<file path="src/rtl/endian_swapper_pkg.sv">
// Shared types and CSR map for the endian swapper and the packet scheduler that drives it.
package endian_swapper_pkg;

  typedef enum logic [1:0] {
    IDLE = 2'd0,
    CFG  = 2'd1,
    PASS = 2'd2
  } sched_state_t;

  localparam logic [1:0]  CSR_ADDR_CTRL     = 2'd0;
  localparam logic [1:0]  CSR_ADDR_PKTCNT   = 2'd1;
  localparam int unsigned CSR_CTRL_SWAP_BIT = 0;

  function automatic logic [15:0] sat_inc16(input logic [15:0] v);
    return (v == 16'hFFFF) ? v : v + 16'd1;
  endfunction

endpackage

</file>
<file path="src/rtl/endian_swapper_sched_rr_arbiter.sv">
// Combinational round-robin pick: first requester at or after ptr, wrapping.
module rr_arbiter #(
  parameter  int unsigned N  = 2,
  localparam int unsigned IW = (N > 1) ? $clog2(N) : 1
) (
  input  logic [N-1:0]  req,
  input  logic [IW-1:0] ptr,
  output logic [N-1:0]  gnt,
  output logic [IW-1:0] idx,
  output logic          any
);

  always_comb begin
    int unsigned j;
    j   = 0;
    gnt = '0;
    idx = '0;
    any = 1'b0;
    for (int unsigned k = 0; k < N; k++) begin
      j = k + 32'(ptr);
      if (j >= N) j = j - N;
      if (!any && req[j]) begin
        any    = 1'b1;
        gnt[j] = 1'b1;
        idx    = IW'(j);
      end
    end
  end

endmodule

</file>
<file path="src/rtl/endian_swapper_sched.sv">
// Packet scheduler: round-robin over sources, reprograms the swapper mode over CSR when needed,
// then forwards one whole packet into the swapper stream input.
module endian_swapper_sched
  import endian_swapper_pkg::*;
#(
  parameter  int unsigned DATA_BYTES = 8,
  parameter  int unsigned NUM_SRC    = 2,
  localparam int unsigned EW         = $clog2(DATA_BYTES),
  localparam int unsigned DW         = DATA_BYTES * 8
) (
  input  logic                  clk,
  input  logic                  reset_n,
  input  logic [NUM_SRC*DW-1:0] s_data,
  input  logic [NUM_SRC*EW-1:0] s_empty,
  input  logic [NUM_SRC-1:0]    s_valid,
  input  logic [NUM_SRC-1:0]    s_sop,
  input  logic [NUM_SRC-1:0]    s_eop,
  output logic [NUM_SRC-1:0]    s_ready,
  input  logic [NUM_SRC-1:0]    src_swap,
  output logic [DW-1:0]         m_data,
  output logic [EW-1:0]         m_empty,
  output logic                  m_valid,
  output logic                  m_sop,
  output logic                  m_eop,
  input  logic                  m_ready,
  output logic [1:0]            csr_address,
  output logic                  csr_write,
  output logic [31:0]           csr_writedata,
  output logic                  csr_read,
  input  logic                  csr_waitrequest,
  output logic [NUM_SRC-1:0]    grant,
  output logic                  cur_swap,
  output logic [15:0]           cfg_count
);

  localparam int unsigned IW = $clog2(NUM_SRC);

  sched_state_t  state;
  logic [IW-1:0] sel;
  logic [IW-1:0] rr_ptr;
  logic          want;

  logic [NUM_SRC-1:0] arb_gnt;
  logic [IW-1:0]      arb_idx;
  logic               arb_any;
  logic               arb_want;
  logic [31:0]        sel_idx;
  logic               beat_acc;

  rr_arbiter #(
    .N (NUM_SRC)
  ) u_arb (
    .req (s_valid),
    .ptr (rr_ptr),
    .gnt (arb_gnt),
    .idx (arb_idx),
    .any (arb_any)
  );

  assign arb_want = |(arb_gnt & src_swap);
  assign sel_idx  = 32'(sel);
  assign beat_acc = (state == PASS) && s_valid[sel] && m_ready;
  assign csr_read = 1'b0;

  // Stream mux is combinational so the selected source sees m_ready in the same cycle.
  always_comb begin
    m_data  = s_data[sel_idx*DW +: DW];
    m_empty = s_empty[sel_idx*EW +: EW];
    m_sop   = s_sop[sel];
    m_eop   = s_eop[sel];
    m_valid = 1'b0;
    s_ready = '0;
    grant   = '0;
    if (state == PASS) begin
      m_valid      = s_valid[sel];
      s_ready[sel] = m_ready;
      grant[sel]   = 1'b1;
    end
  end

  always_ff @(posedge clk or negedge reset_n) begin
    if (!reset_n) begin
      state         <= IDLE;
      sel           <= '0;
      want          <= 1'b0;
      rr_ptr        <= '0;
      cur_swap      <= 1'b0;
      cfg_count     <= '0;
      csr_write     <= 1'b0;
      csr_address   <= CSR_ADDR_CTRL;
      csr_writedata <= '0;
    end else begin
      case (state)
        IDLE: begin
          if (arb_any) begin
            sel  <= arb_idx;
            want <= arb_want;
            if (arb_want != cur_swap) begin
              state         <= CFG;
              csr_write     <= 1'b1;
              csr_address   <= CSR_ADDR_CTRL;
              csr_writedata <= 32'(arb_want) << CSR_CTRL_SWAP_BIT;
            end else begin
              state <= PASS;
            end
          end
        end
        CFG: begin
          // Waitrequest also covers the swapper draining its in-flight packet.
          if (!csr_waitrequest) begin
            csr_write     <= 1'b0;
            csr_writedata <= '0;
            cur_swap      <= want;
            cfg_count     <= sat_inc16(cfg_count);
            state         <= PASS;
          end
        end
        PASS: begin
          if (beat_acc && s_eop[sel]) begin
            state  <= IDLE;
            rr_ptr <= (sel_idx == NUM_SRC - 1) ? '0 : sel + IW'(1);
          end
        end
        default: state <= IDLE;
      endcase
    end
  end

endmodule

</file>
<file path="config.mk">
export PLATFORM = sky130hd
export DESIGN_NAME = endian_swapper_sched
export DESIGN_NICKNAME = d
export VERILOG_FILES = /design/src/rtl/endian_swapper_pkg.sv /design/src/rtl/endian_swapper_sched_rr_arbiter.sv /design/src/rtl/endian_swapper_sched.sv
export SDC_FILE = /design/constraint.sdc
export NUM_CORES = 1
export LEC_CHECK = 0
export ABC_AREA = 1
export CORE_AREA = 3 3 106 108
export CTS_BUF_LIST = sky130_fd_sc_hd__clkbuf_4
export DETAILED_ROUTE_END_ITERATION = 10
export DIE_AREA = 0 0 109 111
export GPL_ROUTABILITY_DRIVEN = 0
export PLACE_DENSITY = 0.74
export SLEW_MARGIN = 10
export SYNTH_ARGS = -nofsm -noshare
export SYNTH_HDL_FRONTEND = slang
export SYNTH_HIERARCHICAL = 1
export SYNTH_SLANG_ARGS = --single-unit
</file>
<file path="constraint.sdc">
create_clock -name clk -period 3.07 [get_ports clk]
set_input_delay 0.7675 -clock clk [delete_from_list [all_inputs] [get_ports clk]]
set_output_delay 0.7675 -clock clk [all_outputs]
set_load 0.05 [all_outputs]
</file>
==> metrics.md <==
| Metric | Value |
|---|---|
| Comb power frac | 0.891 |
| Initial antenna violation count | 0 |
| Critical Path Source Type | flip-flop |
| DIE AREA | 12100 µm² |
| Fraction of layout cells with a size suffix above 1 | 0.1330 |
| Final HPWL DP | 10780 µm |
| Netlist cell types | 24 |
| Worst Path Buf+Inv | 2 |
| Compound-Gate Fraction of Synth Area | 0.02180 |
| Total track usage | 0.1957 |
| Adder-Cell Fraction of Synth Area | 0.004845 |
| CP max FO | 6 |
| CP max stage cell | clkdlybuf4s50_1 |
| Routed Antenna Nets | 0 |
| DIE HEIGHT | 111 µm |
| Max VDD drop | 505.6 µV |
| Synth Area in Simple Gates | 0.5509 |
| WL per Instance | 14.98 µm |
| Footprint of the multi-input gates | 1680 µm² |
| Clock power share | 0.026 |
| Worst min path class | flip-flop to flip-flop |
| Average cell area after synthesis | 5.403 µm² |
| Worst Hold Depth | 2 |
| Max_slew headroom | 0.6436 |
| Clk root buf | clkbuf_4 |
| Seq. cell area | 601.8 µm² |
| Reg-to-reg endpoint | state[1] |
| Core region area | 10320 µm² |
| Total gr overflow | 0 |
| Post-Syn Area | 2582 µm² |
| Via density | 4.311 |
| Setup CP Type | flip-flop to output port |
| Outcome | finished clean |
| Worst Tran Pin Value | 0.5329 ns |
| First-pass GRT wire length | 18530 µm |
| Starting Density | 0.2502 |
| CTS buffer count | 3 |
| Cell Pwr Density | 961.1 nW/µm² |
| Multiplexer share of the synthesized area | 0 |
| Clock-pin transition on the worst setup and hold timing paths | 0.13 ns |
| Fin. max-slew vios | 0 |
| DRC Markers | 0 |
| Setup Total Neg Slack | 0 ns |
| Crit path cell chain | inv_1 > nand2_1 > nor2_1 > clkdlybuf4s50_1 |
| Die X-Extent | 109 µm |
| Largest net degree at the start of global routing | 52 |
| Synthesis Warnings | 6 |
| R2R Setup Slk | 1.35 ns |
| Most common cell after layout, fill and taps aside | nand2_1 |
| Clock Skew | 0.008633 ns |
| Min Tclk post-route | 2.665 ns |
| FF-to-FF path depth | 6 |
| P_sw | 3.061 mW |
| Post-synthesis register bit count | 24 |
| Diode count | 0 |
| Hold path startpoint | want |
| Setup repair after global routing missed its margin | false |
| XOR/XNOR Fraction of Synth Area | 0.02374 |
| Crit path DAT | 1.90 ns |
| Switching share of power | 0.5569 |
| Cts repair resizes | 0 |
| Hold Fails Final Rpt | 0 |
| Number of max-cap violations | 0 |
| Syn-to-layout area delta | 121.5% |
| FF-to-FF Start | sel |
| Fin crit share | 0.8680 |
| Filler cell count | 948 |
| Ports | 273 |
| Total power | 5.497 mW |
| Clock Path Buffers | 2 |
| IO buf count | 238 |
| Clock Sinks | 24 |
| Final setup viols | 0 |
| Vias in the first global route | 3439 |
| Latest clock arrival within the worst-skew pair | 0.32 ns |
| Top delay family on crit path | buffers and inverters |
| Router iterations before antenna repair | 4 |
| Commonest cells after routing, fill and taps aside | nand2_1, clkdlybuf4s50_1, buf_12, conb_1 |
| WP data required | 2.30 ns |
| Layout Nets | 855 |
| Vias | 3634 |
| Hold-fix buffers at CTS | 0 |
| Seq pwr share | 0.082 |
| Hold Path Sink | want |
| Internal power | 2.436 mW |
| Critical Path End Type | output port |
| CTS tree | built |
| Post-Route WL | 12630 µm |
| Rows | 37 |
| H-tree depth | 1 |
| Post-CTS setup buffers | 0 |
| Initial DRC count | 332 |
| Crit-path max cell delay | 0.84 ns |
| Post-Synthesis Cells | 478 |
| Largest family of logic cells by synthesized area | simple AND/OR/NAND/NOR gates |
| Seq/Total Area, Yosys | 0.2326 |
| Fmax | 0.3753 GHz |
| P_leak | 2.833 nW |
[cells by family after synthesis]
kind of cell | after synthesis
and+or+nand+nor | 361
xor gates and xnor gates | 7
other | 1
DFF | 24
buffers and inverters | 75
AOI/OAI and AO/OA | 9
adders and majority gates | 1
[registers in the layout (all words and copies together) (netlist names)]
signal         cells
sel                1
csr_writedata      1
want               1
rr_ptr             1
state              2
csr_write          1
cur_swap           1
cfg_count         16
[cells in the mapped netlist]
cell | count | area share
a21oi_1 | 3 | 0.0058
buf_1 | 4 | 0.0058
buf_2 | 1 | 0.0019
buf_4 | 34 | 0.099
buf_6 | 2 | 0.0087
clkbuf_1 | 10 | 0.015
conb_1 | 1 | 0.0015
dfrtp_1 | 24 | 0.23
ha_1 | 1 | 0.0048
inv_1 | 20 | 0.029
inv_2 | 4 | 0.0058
nand2_1 | 312 | 0.45
nand3_1 | 10 | 0.019
nand3_2 | 2 | 0.0078
nand4_1 | 7 | 0.017
nor2_1 | 23 | 0.033
nor2_2 | 3 | 0.0073
nor2_4 | 2 | 0.0087
nor3_1 | 2 | 0.0039
o21ai_0 | 3 | 0.0058
o21ai_1 | 2 | 0.0039
o21ai_4 | 1 | 0.0063
xnor2_1 | 4 | 0.014
xor2_1 | 3 | 0.010
[final cells by class]
type,instances,share of cell area
Inverter,24,0.01575
Clock buffer,3,0.003938
Tap cell,136,0.02975
Multi-Input combinational cell,412,0.2938
Sequential cell,24,0.1052
Clock inverter,1,0.0006563
Timing Repair Buffer,243,0.5509
[per-stage QoR]
| step | instance area (µm²) | worst slack [ns] | hold WS, ns | util | std cells |
|---|---|---|---|---|---|
| floorplan | 2706 | 0.4260 | 0.4534 | - | 511 |
| detailed placement | 5693 | 0.4292 | 0.4996 | 0.5514 | 839 |
| global placement | 5693 | 0.4143 | 0.4690 | 0.5514 | 839 |
| global route | 5719 | 0.2849 | 0.5640 | 0.5540 | 843 |
| finish | 5719 | 0.4052 | 0.5336 | 0.5540 | 843 |
| CTS | 5719 | 0.3646 | 0.5327 | 0.5540 | 843 |
[routing by layer]
layer / vias up / GRT usage / routed length (µm)
li1: 1828 / - / -
met1: 1607 / 0.2034 / 4324
met2: 185 / 0.3702 / 6662
met3: 14 / 0.06698 / 1383
met4: 0 / 0.04209 / 257
met5: - / 0 / 0
[power by group through the flow]
stage               clock, mW  combinational, mW  sequential (mW)
floorplan                   0               2.43            0.550
global placement            0               4.88            0.451
detailed placement          0               4.93            0.458
CTS                     0.152               4.94            0.452
global route            0.170               5.11            0.464
finish                  0.143               4.90            0.453
[worst register-to-register path, cell delays in order (launching register included)]
cell and delay [ns]:
dfrtp_2 0.42, buf_4 0.36, nand2_1 0.11, a21oi_1 0.35, nand3_1 0.20, nand2_1 0.11, a21oi_1 0.07
[worst max path at each step]
stage                     from    endpoint  slack, ns  depth (start not counted)
finish                state[0]    grant[0]       0.41                          4
CTS                   state[0]    grant[0]       0.36                          4
global placement    s_valid[1]     m_valid       0.41                          4
floorplan              m_ready  s_ready[0]       0.43                          2
global route          state[0]    grant[0]       0.28                          4
detailed placement  s_valid[1]     m_valid       0.43                          4
Power figures use the tool's default switching activity.
